`src/rtl/pulse_meas.sv`:
```
// Measures arm-to-rising-edge delay and high width of an asynchronous input,
// holding the result under a valid/ack handshake until the controller reads it.
module pulse_meas #(
    parameter int                CNT_W   = 16,
    parameter logic [CNT_W-1:0]  TIMEOUT = 16'd50000
) (
    input  logic             clk,
    input  logic             rst,
    input  logic             arm,
    input  logic             ack,
    input  logic             din,
    output logic             busy,
    output logic             valid,
    output logic             timeout,
    output logic [CNT_W-1:0] delay,
    output logic [CNT_W-1:0] width
);

    typedef enum logic [2:0] {IDLE, WAIT_LOW, WAIT_RISE, HIGH, DONE} state_t;

    state_t           state, state_nxt;
    logic             sync1, ds;
    logic [CNT_W-1:0] delay_nxt, width_nxt;
    logic             timeout_nxt;

    // din is asynchronous: only the second synchronizer stage feeds decisions
    always_ff @(posedge clk) begin
        if (rst) begin
            sync1   <= 1'b0;
            ds      <= 1'b0;
            state   <= IDLE;
            delay   <= '0;
            width   <= '0;
            timeout <= 1'b0;
        end else begin
            sync1   <= din;
            ds      <= sync1;
            state   <= state_nxt;
            delay   <= delay_nxt;
            width   <= width_nxt;
            timeout <= timeout_nxt;
        end
    end

    always_comb begin
        state_nxt   = state;
        delay_nxt   = delay;
        width_nxt   = width;
        timeout_nxt = timeout;
        case (state)
            IDLE: begin
                if (arm) begin
                    delay_nxt   = '0;
                    width_nxt   = '0;
                    timeout_nxt = 1'b0;
                    state_nxt   = ds ? WAIT_LOW : WAIT_RISE;
                end
            end
            WAIT_LOW: begin
                // a pulse already high at arm time is skipped, but still counts as delay
                if (delay == TIMEOUT) begin
                    state_nxt   = DONE;
                    timeout_nxt = 1'b1;
                    width_nxt   = '0;
                end else begin
                    delay_nxt = delay + CNT_W'(1);
                    if (!ds) state_nxt = WAIT_RISE;
                end
            end
            WAIT_RISE: begin
                if (ds) begin
                    width_nxt = CNT_W'(1);
                    state_nxt = HIGH;
                end else if (delay == TIMEOUT) begin
                    state_nxt   = DONE;
                    timeout_nxt = 1'b1;
                    width_nxt   = '0;
                end else begin
                    delay_nxt = delay + CNT_W'(1);
                end
            end
            HIGH: begin
                if (!ds) begin
                    state_nxt = DONE;
                end else if (width == TIMEOUT) begin
                    state_nxt   = DONE;
                    timeout_nxt = 1'b1;
                end else begin
                    width_nxt = width + CNT_W'(1);
                end
            end
            DONE: begin
                if (ack) begin
                    if (arm) begin
                        delay_nxt   = '0;
                        width_nxt   = '0;
                        timeout_nxt = 1'b0;
                        state_nxt   = ds ? WAIT_LOW : WAIT_RISE;
                    end else begin
                        state_nxt = IDLE;
                    end
                end
            end
            default: state_nxt = IDLE;
        endcase
    end

    assign busy  = (state == WAIT_LOW) || (state == WAIT_RISE) || (state == HIGH);
    assign valid = (state == DONE);

endmodule

```
`config.mk`:
```
export PLATFORM = sky130hd
export DESIGN_NAME = pulse_meas
export DESIGN_NICKNAME = d
export VERILOG_FILES = /design/src/rtl/pulse_meas.sv
export SDC_FILE = /design/constraint.sdc
export NUM_CORES = 1
export LEC_CHECK = 0
export ABC_AREA = 0
export CAP_MARGIN = 30
export CELL_PAD_IN_SITES_DETAIL_PLACEMENT = 1
export CELL_PAD_IN_SITES_GLOBAL_PLACEMENT = 1
export CORE_UTILIZATION = 31
export CTS_CLUSTER_SIZE = 40
export DETAILED_ROUTE_END_ITERATION = 8
export PLACE_DENSITY_LB_ADDON = 0.1
export SETUP_SLACK_MARGIN = 0.15
export SLEW_MARGIN = 30
export SYNTH_ARGS = -nofsm -noshare
export SYNTH_HDL_FRONTEND = slang
export SYNTH_SLANG_ARGS = --single-unit
export TNS_END_PERCENT = 100
```
`constraint.sdc`:
```
create_clock -name clk -period 4.91 [get_ports clk]
set_input_delay 1.2275 -clock clk [delete_from_list [all_inputs] [get_ports clk]]
set_output_delay 1.2275 -clock clk [all_outputs]
set_load 0.02 [all_outputs]
```
**Yosys cells after proc, flatten, opt, wreduce, memory -nomap -nowiden**

Cells that the tools add are included.

- Register bits after elaboration: 38
- Input port bits: 5
- Output and inout bits: 35

- $add $sub $neg: 2
- Equality and inequality tests: 15
- Muxes and demuxes: 30
- Reduce and logical (&&, ||, !) cells: 9

Operator list:

| kind | count |
|---|---|
| $mux W16 | 10 |
| $pmux W16 S5 | 1 |
| $pmux W16 S4 | 1 |
| $add A16 B1 Y16 const B | 2 |
| $eq A16 B16 Y1 const B | 2 |
| $mux W3 | 8 |
| $pmux W3 S5 | 1 |
| $ne A2 B2 Y1 const B | 6 |
| $reduce_and A5 Y1 | 2 |
| $ne A3 B3 Y1 const B | 3 |
| $eq A3 B2 Y1 const B | 2 |
| $mux W1 | 6 |
| $pmux W1 S5 | 1 |
| $reduce_bool A5 Y1 | 1 |
| $mux W2 | 2 |
| $reduce_and A4 Y1 | 1 |
| $reduce_bool A4 Y1 | 1 |
| $eq A3 B1 Y1 const B | 1 |
| $eq A3 B3 Y1 const B | 1 |
| $logic_not A3 Y1 | 1 |
| $reduce_and A3 Y1 | 1 |
| $logic_or A1 B1 Y1 | 2 |

**Longest topological paths before layout**

Gate-level depths: netlist of run 1.

- Depth after elaboration: 4
- Depth in mapped cells: 9
- Depth with buffers taken out: 7

**Worst setup path before layout of run 1**

No wires, ideal clock.

- Path kind: register -> output
- Start: register state[1]
- End: output port valid
- Arrival: 1092 ps
- Path slack: 2590 ps
- Cell stages (with the launch flop): 4
- Path buffers: 2
- Cell sequence: dfxtp_1 buf_4 buf_2 nor3_1

- Cells in the longest elaborated chain, start to end: 1

Ends and longest elaborated chain:

| element | RTL line | RTL |
|---|---|---|
| start, declared | 21 | `state_t state, state_nxt;` |
| start signal, assigned | 38 | `state <= state_nxt;` |
| $eq A3 B3 Y1 | 109 | `assign valid = (state == DONE);` |
| end, declared | 13 | `output logic valid,` |

Every way passes these cells.

**Worst setup path after layout of run 1**

- Start: register state[2]
- End: output port valid

The elaborated chain is that of the path after synthesis.

==> results of run 1 <==
==> cell type report <==
cell class              count  area [µm²]
inverters                  15       56.30
clock inverters             1       30.03
flip-flops and latches     38       760.7
clock buffers               6       82.58
fillers                   866        4372
repair buffers             40       397.9
multi-input cells         219        1430
well taps                  99       123.9
==> worst min path at each step <==
stage | end | slack (ns)
after detailed placement | ds$_SDFF_PP0_ | 0.44
final | ds$_SDFF_PP0_ | 0.45
after floorplan | ds$_SDFF_PP0_ | 0.41
after global placement | ds$_SDFF_PP0_ | 0.42
after CTS | ds$_SDFF_PP0_ | 0.45
after global routing | ds$_SDFF_PP0_ | 0.47
==> synth_stat cells (3+ instances only) <==
cell,number,area share
inv_1,15,0.024
nor3b_1,3,0.0097
buf_2,4,0.0086
a41oi_1,6,0.023
a21o_1,4,0.013
a311oi_1,7,0.026
nor2b_1,3,0.0081
a21oi_1,18,0.039
nor2_1,23,0.037
nor3_1,7,0.015
ha_1,4,0.022
a211oi_1,14,0.045
clkbuf_1,7,0.011
dfxtp_1,38,0.33
nand2b_1,5,0.013
a31oi_1,7,0.019
nand2_1,26,0.042
nand4_1,7,0.019
o211ai_1,3,0.0097
nand3_1,9,0.019
or3_1,5,0.013
o21ai_0,12,0.026
nand3b_1,3,0.0097
or2_2,3,0.0081
a21boi_1,5,0.016
==> state kept, by name (all words and copies together) (netlist names) <==
register  flops
width        16
delay        16
timeout       1
state         3
ds            1
sync1         1
==> cell families after synthesis <==
group                      synth area share
and+or+nand+nor                      0.2869
AOI/OAI and AO/OA                    0.3080
DFF                                  0.3279
buffers and inverters               0.05555
adders and majority gates           0.02158
==> power by group through the flow <==
stage / logic, mW / registers [mW] / clock network [mW]
after global placement: 0.503 / 0.389 / 0
after CTS: 0.510 / 0.381 / 0.286
final: 0.504 / 0.382 / 0.279
after global routing: 0.562 / 0.388 / 0.299
after floorplan: 0.405 / 0.357 / 0
after detailed placement: 0.505 / 0.388 / 0
==> metrics by stage <==
stage	setup slack (ns)	total power [mW]	cells	hold WS, ns	util
detailed placement	1.744	0.8930	411	0.4374	0.3817
floorplan	2.590	0.7621	286	0.4138	-
CTS	1.624	1.176	418	0.4549	0.3973
global placement	1.781	0.8927	411	0.4180	0.3817
finish	1.649	1.165	418	0.4501	0.3973
global route	1.510	1.248	418	0.4672	0.3973
==> routing by layer <==
layer / global-route usage / routed length, µm / vias up
met4: 0.04839 / 62 / 0
met3: 0.04011 / 195 / 5
met5: 0 / 0 / -
met2: 0.2734 / 3026 / 35
li1: - / - / 1156
met1: 0.2896 / 3831 / 1136
==> results.cfg, run 1 <==
[power]
p_leak_nw = 0.8705
switching_power_share_of_the_total = 0.4206
power.share.combinational = 0.433
power_density_nw_per_um2 = 404.1
power.share.sequential = 0.328
power_report.internal_total_mw = 0.6747
clockPowerShare = 0.239
vdd_drop_max_v = 0.0002101
net_switching_component_of_the_power_mw = 0.4898

[grt]
grt_first_pass_wirelength_mm = 11.46
total_global_routing_overflow = 0
antenna_found_initial = 0
first_global_vias = 2174
grtUsageTotal = 0.1917
grt_start_max_net_pins = 28

[detailed_routing]
wl_mm = 7.115
routed_via_density = 5.579
route.detailed.wl_per_inst_um = 17.02
drt_first_pass_iters = 4
num_vias = 2332
drt_first_iter_violations = 104
remaining_drc_errors = 0
ant_nets = 0

[die]
die_x_um = 88.51
floorplan.core_area_um2 = 7253
die-height_um = 88.51
rows = 31
initial_core_util = 0.3198
num_io_pins = 40
die_area_um2 = 7833

[clocking]
cts_made_buffers = 5
cts.root.buffer_cell = clkbuf_8
number_of_h_tree_branching_levels = 2
clock_path_buffers = 2
clk_latency_ns = 0.29
clock_tree_from_tritoncts = built
cts.clk_slew.worst_paths_ns = 0.07
tritoncts_num_sinks = 38
cts_resized = 0
post_cts.repair.setup_buffers = 0
post_cts_hold_buffer_count = 0

[synth]
async_flop_share = 0
postSynthNetCount = 295
seq_area_frac_synth = 0.3279
ys.warnings.count = 0
synth-edff-count = 0
ys_types = 62
synthesis.area_um2 = 2320
synth_ff_type = dfxtp_1
synth_register_bits = 38
syn_avg_cell_area_um2 = 8.111
syn-instance-count = 286

[worst_setup_path]
r2r-start = delay[0]$_SDFFE_PP0P_
critical_path.top_delay_family = buffers and inverters
critPathSlowestCell = dfxtp_1
crit_path_end_kind = output port
worstPathMaxFanout = 16
worst_setup_path_start_kind = register
critPathCapture = valid
reg2reg_setup_slack_ns = 2.30
critical_path.cell_chain = inv_1 > nor3_1 > clkdlybuf4s50_1
cp.required_ns = 3.68
worst_ep_arrival_time_ns = 2.03
cpPeakStageDelay_ns = 0.65
worst_setup_path_startpoint = state[2]$_SDFFE_PP0P_
timing_worst_setup_path_type = register to output port
worstPathBufferInverterCount = 2
r2r.worst_path.cells = 7
critical_path_cell_count = 3
r2r_end = width[3]$_SDFFE_PP0P_

[placement]
numPortBuffers = 39
dpl-instance-area_um2 = 2769
detailedPlacementHpwl_mm = 5.110
rd_place_congestion = 0.8329

[sta]
max_slew.worst_pin.slew_ns = 0.8785
fin_tns_setup_ns = 0
clock.fmax_ghz = 0.3067
timing.clock.skew_ns = 0.007261
final.period_utilization = 0.6641
timing.final.hold_violations = 0
maxSlewViolCount = 0
setup_repair_after_global_routing_missed_its_margin = no
number_of_failing_setup_endpoints_in_the_final_timing_report = 0
final_period_demand_of_the_worst_path_ns = 3.261
max-slew-margin-rel = 0.4122

[hold_path]
worstHoldStart = sync1$_SDFF_PP0_
worst_hold_path_type = register to register
timing.hold.worst_path_depth = 1

[run]
max_cap_violations = 0

[layout]
layout_commonest_cell = clkdlybuf4s50_1
insertedDiodeCount = 0
final_design_area_no_fill_um2 = 2882
mostFrequentLayoutCells = clkdlybuf4s50_1, dfxtp_1, nand2_1
fin_nets = 328
drive_above_1_share = 0.07837
area_growth_pct = 24.22

[run_status]
status = finished clean
Power figures use the tool's default switching activity.
==> run 2: changes to the inputs <==
==> constraint.sdc (replaced) <==
create_clock -name clk -period 2.75 [get_ports clk]
set_input_delay 0.6875 -clock clk [delete_from_list [all_inputs] [get_ports clk]]
set_output_delay 0.6875 -clock clk [all_outputs]
set_load 0.02 [all_outputs]
==> run 2 against run 1 <==
Effect of this change:
- critical endpoint is now busy
- sequential power rose by 69%
- power rose by 79%
- wire length rose by 0.90%
- global-route usage rose by 0.43 points
==> results.cfg, run 2 (synthesis gave the netlist of run 1 again) <==
[clocking]
clock_path_buffers = 2
clock_tree_from_tritoncts = built
cts_made_buffers = 5
number_of_h_tree_branching_levels = 2
tritoncts_num_sinks = 38
post_cts_hold_buffer_count = 0
cts.clk_slew.worst_paths_ns = 0.07
cts.root.buffer_cell = clkbuf_8
clk_latency_ns = 0.31
post_cts.repair.setup_buffers = 0

[placement]
rd_place_congestion = 0.7866
place_ws_ns = 0.1164
detailedPlacementHpwl_mm = 5.159
dpl-instance-area_um2 = 2836
numPortBuffers = 39
dp.cells = 420

[run_status]
status = finished clean

[sta]
timing.final.hold_violations = 0
setup_repair_after_global_routing_missed_its_margin = no
max-slew-margin-rel = 0.6242
fin_tns_setup_ns = 0
number_of_failing_setup_endpoints_in_the_final_timing_report = 0
final_period_demand_of_the_worst_path_ns = 2.485
clock.fmax_ghz = 0.4024
timing.clock.skew_ns = 0.01501
max_slew.worst_pin.slew_ns = 0.5619
layout_setup_ws_ns = 0.2648
maxSlewViolCount = 0
final.period_utilization = 0.9037
holdWs_ns = 0.4465

[detailed_routing]
routed_via_density = 5.586
drt_first_iter_violations = 84
ant_nets = 0
drt_first_pass_iters = 4
route.detailed.wl_per_inst_um = 16.77
num_vias = 2391
remaining_drc_errors = 0
wl_mm = 7.179

[power]
power_density_nw_per_um2 = 709.4
p_leak_nw = 0.9071
vdd_drop_max_v = 0.0002713
design_power_total_mw = 2.084

[worst_setup_path]
critical_path.cell_chain = o21ai_0 > inv_1 > clkdlybuf4s50_1
worst_setup_path_start_kind = register
reg2reg_setup_slack_ns = 0.29
cpPeakStageDelay_ns = 0.59
crit_path_end_kind = output port
worstPathMaxFanout = 13
critPathSlowestCell = dfxtp_1
critical_path.top_delay_family = buffers and inverters
worst_ep_arrival_time_ns = 1.80
timing_worst_setup_path_type = register to output port
worstPathBufferInverterCount = 2
cp.required_ns = 2.06

[layout]
layout_commonest_cell = clkdlybuf4s50_1
fin_nets = 337
area_growth_pct = 26.65
fin_cells = 428
layout.filler_cells = 880
final_design_area_no_fill_um2 = 2938
drive_above_1_share = 0.1064
biggestRegsByFlops = delay: 16 flops, width: 16 flops, state: 3 flops
mostFrequentLayoutCells = clkdlybuf4s50_1, dfxtp_1, nand2_1
final_core_util = 0.4050
insertedDiodeCount = 0

[die]
num_io_pins = 40
floorplan.core_area_um2 = 7253
die_area_um2 = 7833
die-height_um = 88.51
rows = 31
initial_core_util = 0.3198
die_x_um = 88.51

[hold_path]
worst_hold_path_type = register to register

[run]
max_cap_violations = 0

[grt]
grtUsageTotal = 0.1960
grt_first_pass_wirelength_mm = 11.70
first_global_vias = 2308
total_global_routing_overflow = 0
antenna_found_initial = 0
grt_start_max_net_pins = 21
run 2: changes by cell type in the layout (fill, tap and decap cells not counted), sizes merged:
cell,delta
buf,+9
bufinv,-1
clkinv,+1
clkinvlp,+1
run 2: final cells by class:
type,count,area (µm²),share of cell area
clock buffers,6,82.58,0.02811
repair buffers,49,465.4,0.1584
flip-flops and latches,38,760.7,0.2589
multi-input cells,219,1436,0.4889
well taps,99,123.9,0.04216
inverters,15,56.30,0.01917
clock inverters,2,12.51,0.004259
run 2: power breakdown:
part           switching, mW  leakage, nW  internal, mW
sequential            0.0669        0.307         0.580
combinational          0.617        0.553         0.389
clock                  0.228       0.0472         0.202
run 2: repair_timing:
| item | CTS | global route |
|---|---|---|
| hold endpoints to repair | 0 | 0 |
| setup endpoints to repair | 0 | 12 |
| resized for setup | 0 | 1 |
run 2: routing by layer:
metal	vias to the layer above	global-route usage	wire, µm
li1	1168	-	-
met1	1170	0.2708	3622
met2	47	0.3098	3210
met3	6	0.03358	273
met4	0	0.06305	73
met5	-	0	0
run 2: worst paths after layout:
kind / startpoint / to / cells after the start
setup / recovery: state[1]$_SDFFE_PP0P_ / busy / 3
hold / removal: sync1$_SDFF_PP0_ / ds$_SDFF_PP0_ / 1
setup reg to reg: delay[0]$_SDFFE_PP0P_ / width[12]$_SDFFE_PP0P_ / 8
hold reg to reg: sync1$_SDFF_PP0_ / ds$_SDFF_PP0_ / 1
==> run 3: changes to the inputs <==
--- a/config.mk
+++ b/config.mk
@@ -9,8 +9,8 @@
 export CAP_MARGIN = 30
 export CELL_PAD_IN_SITES_DETAIL_PLACEMENT = 1
 export CELL_PAD_IN_SITES_GLOBAL_PLACEMENT = 1
+export CORE_MARGIN = 4
 export CORE_UTILIZATION = 31
-export CTS_CLUSTER_SIZE = 40
 export DETAILED_ROUTE_END_ITERATION = 8
 export PLACE_DENSITY_LB_ADDON = 0.1
 export SETUP_SLACK_MARGIN = 0.15
==> run 3 against run 2 <==
Effect of this change:
- wire length is 1.2% higher
- cell count stayed put
- die area is 14% higher
- sequential cell count stayed put
- clock power is 16% higher
- sequential power is 3.7% lower
- core utilization is 0.35 points higher
- worst setup slack better by 0.098 ns
- power is 3.2% higher
- global-route usage is 2.2 points lower
- largest power group unchanged
- highest routed layer unchanged
==> results.cfg, run 3 (synthesis gave the netlist of run 1 again) <==
[run_status]
status = finished clean

[detailed_routing]
num_vias = 2359
wl_mm = 7.266
ant_nets = 0
routed_via_density = 5.512
route.detailed.wl_per_inst_um = 16.98
drt_first_iter_violations = 92
drt_first_pass_iters = 4
remaining_drc_errors = 0

[sta]
timing.final.hold_violations = 0
fin_tns_setup_ns = 0
max_slew.worst_pin.slew_ns = 0.5620
maxSlewViolCount = 0
holdWs_ns = 0.4405
max-slew-margin-rel = 0.6241
timing.clock.skew_ns = 0.01009
final.period_utilization = 0.8680
clock.fmax_ghz = 0.4190
final_period_demand_of_the_worst_path_ns = 2.387
setup_repair_after_global_routing_missed_its_margin = no
layout_setup_ws_ns = 0.3631
number_of_failing_setup_endpoints_in_the_final_timing_report = 0

[worst_setup_path]
critical_path.cell_chain = inv_1 > o21ai_0 > inv_1 > clkdlybuf4s50_1
critPathSlowestCell = clkdlybuf4s50_1
worst_ep_arrival_time_ns = 1.70
r2r.worst_path.cells = 8
crit_path_end_kind = output port
worstPathMaxFanout = 8
timing_worst_setup_path_type = register to output port
worst_setup_path_start_kind = register
critical_path.top_delay_family = buffers and inverters
r2r-start = delay[0]$_SDFFE_PP0P_
critical-path-top-cell-by-count = inv_1
cp.required_ns = 2.06
reg2reg_setup_slack_ns = 0.38
cpPeakStageDelay_ns = 0.60
r2r_end = width[12]$_SDFFE_PP0P_
worstPathBufferInverterCount = 3

[grt]
gr-usage-met1 = 0.2573
total_global_routing_overflow = 0
grt_start_max_net_pins = 25
grtUsageTotal = 0.1737
met3_usage = 0.03745
first_global_vias = 2329
grt_util_met2 = 0.2612
grt_first_pass_wirelength_mm = 12.39
global_routing_s_busiest_layer = met2
antenna_found_initial = 0

[layout]
layout_commonest_cell = clkdlybuf4s50_1
layout.filler_cells = 895
final_core_util = 0.4085
biggestRegsByFlops = delay: 16 flops, width: 16 flops, state: 3 flops
mostFrequentLayoutCells = clkdlybuf4s50_1, dfxtp_1, nand2_1
area_growth_pct = 27.72
drive_above_1_share = 0.1064
fin_nets = 338
sequential_cell_area_um2 = 760.7
multiInputGateArea_um2 = 1436
insertedDiodeCount = 0

[clocking]
clock_tree_from_tritoncts = built
cts.clk_slew.worst_paths_ns = 0.07
post_cts_hold_buffer_count = 0
tritoncts_num_sinks = 38
cts_made_buffers = 5
clock_path_buffers = 2
clk_latency_ns = 0.29
cts.root.buffer_cell = clkbuf_8
number_of_h_tree_branching_levels = 2

[placement]
place_ws_ns = 0.1254
numPortBuffers = 39
detailedPlacementHpwl_mm = 5.355
rd_place_congestion = 0.8497

[hold_path]
holdPathEnd = ds$_SDFF_PP0_
worstHoldStart = sync1$_SDFF_PP0_
worst_hold_path_type = register to register
timing.hold.worst_path_depth = 1

[power]
power_density_nw_per_um2 = 725.9
design_power_total_mw = 2.151
p_leak_nw = 0.9227
vdd_drop_max_v = 0.0003297

[die]
floorplan.core_area_um2 = 7253
initial_core_util = 0.3198
die_area_um2 = 8931
die-height_um = 94.51
num_io_pins = 40
die_x_um = 94.51
rows = 31

[run]
max_cap_violations = 0
run 3: changes by cell type in the layout (fill, tap and decap cells not counted), sizes merged:
cell | before | now
clkinv | 1 | 0
bufinv | 0 | 1
buf | 10 | 11
clkinvlp | 1 | 0
run 3: worst max-delay path by stage:
stage | cells after the start | endpoint | startpoint | slack [ns]
after global routing | 4 | busy | state[2]$_SDFFE_PP0P_ | 0.19
after CTS | 7 | width[4]$_SDFFE_PP0P_ | delay[0]$_SDFFE_PP0P_ | 0.25
after floorplan | 7 | width[10]$_SDFFE_PP0P_ | delay[0]$_SDFFE_PP0P_ | 0.83
final | 4 | busy | state[2]$_SDFFE_PP0P_ | 0.36
after detailed placement | 5 | width[6]$_SDFFE_PP0P_ | arm | 0.13
after global placement | 5 | width[4]$_SDFFE_PP0P_ | arm | 0.18
run 3: layout make-up:
type | count | area share
Clock buffer | 6 | 0.02787
Clock inverter | 1 | 0.01014
Inverter | 15 | 0.01900
Multi-Input combinational cell | 219 | 0.4848
Sequential cell | 38 | 0.2568
Tap cell | 99 | 0.04181
Timing Repair Buffer | 50 | 0.1596
run 3: through the flow:
stage	area, µm²	cells
floorplan	2320	286
global placement	2844	421
finish	2963	428
detailed placement	2844	421
CTS	2957	428
global route	2963	428
run 3: worst register-to-register path, delay by kind of cell, from the launching register on:
family | cells | cell delay (ns)
AO/OA/AOI/OAI | 1 | 0.13
adder cells (fa/ha/maj) | 1 | 0.16
buffers and inverters | 2 | 0.28
flip-flops | 1 | 0.39
AND/OR/NAND/NOR | 4 | 1.28
run 3: timing repair:
action                                  CTS  global route
setup buffers                             0             0
endpoints found under the setup margin    0            12
resized for setup                         0             1
run 3: metal layers:
metal | wire [µm] | up-vias
met5 | 0 | -
met4 | 42 | 0
met3 | 242 | 4
met2 | 3224 | 32
met1 | 3756 | 1158
li1 | - | 1165
run 3: where the power goes:
group	leakage (nW)	internal, mW	switching, mW
sequential	0.307	0.580	0.0421
clock	0.0573	0.291	0.206
combinational	0.558	0.391	0.641
total	0.923	1.26	0.889
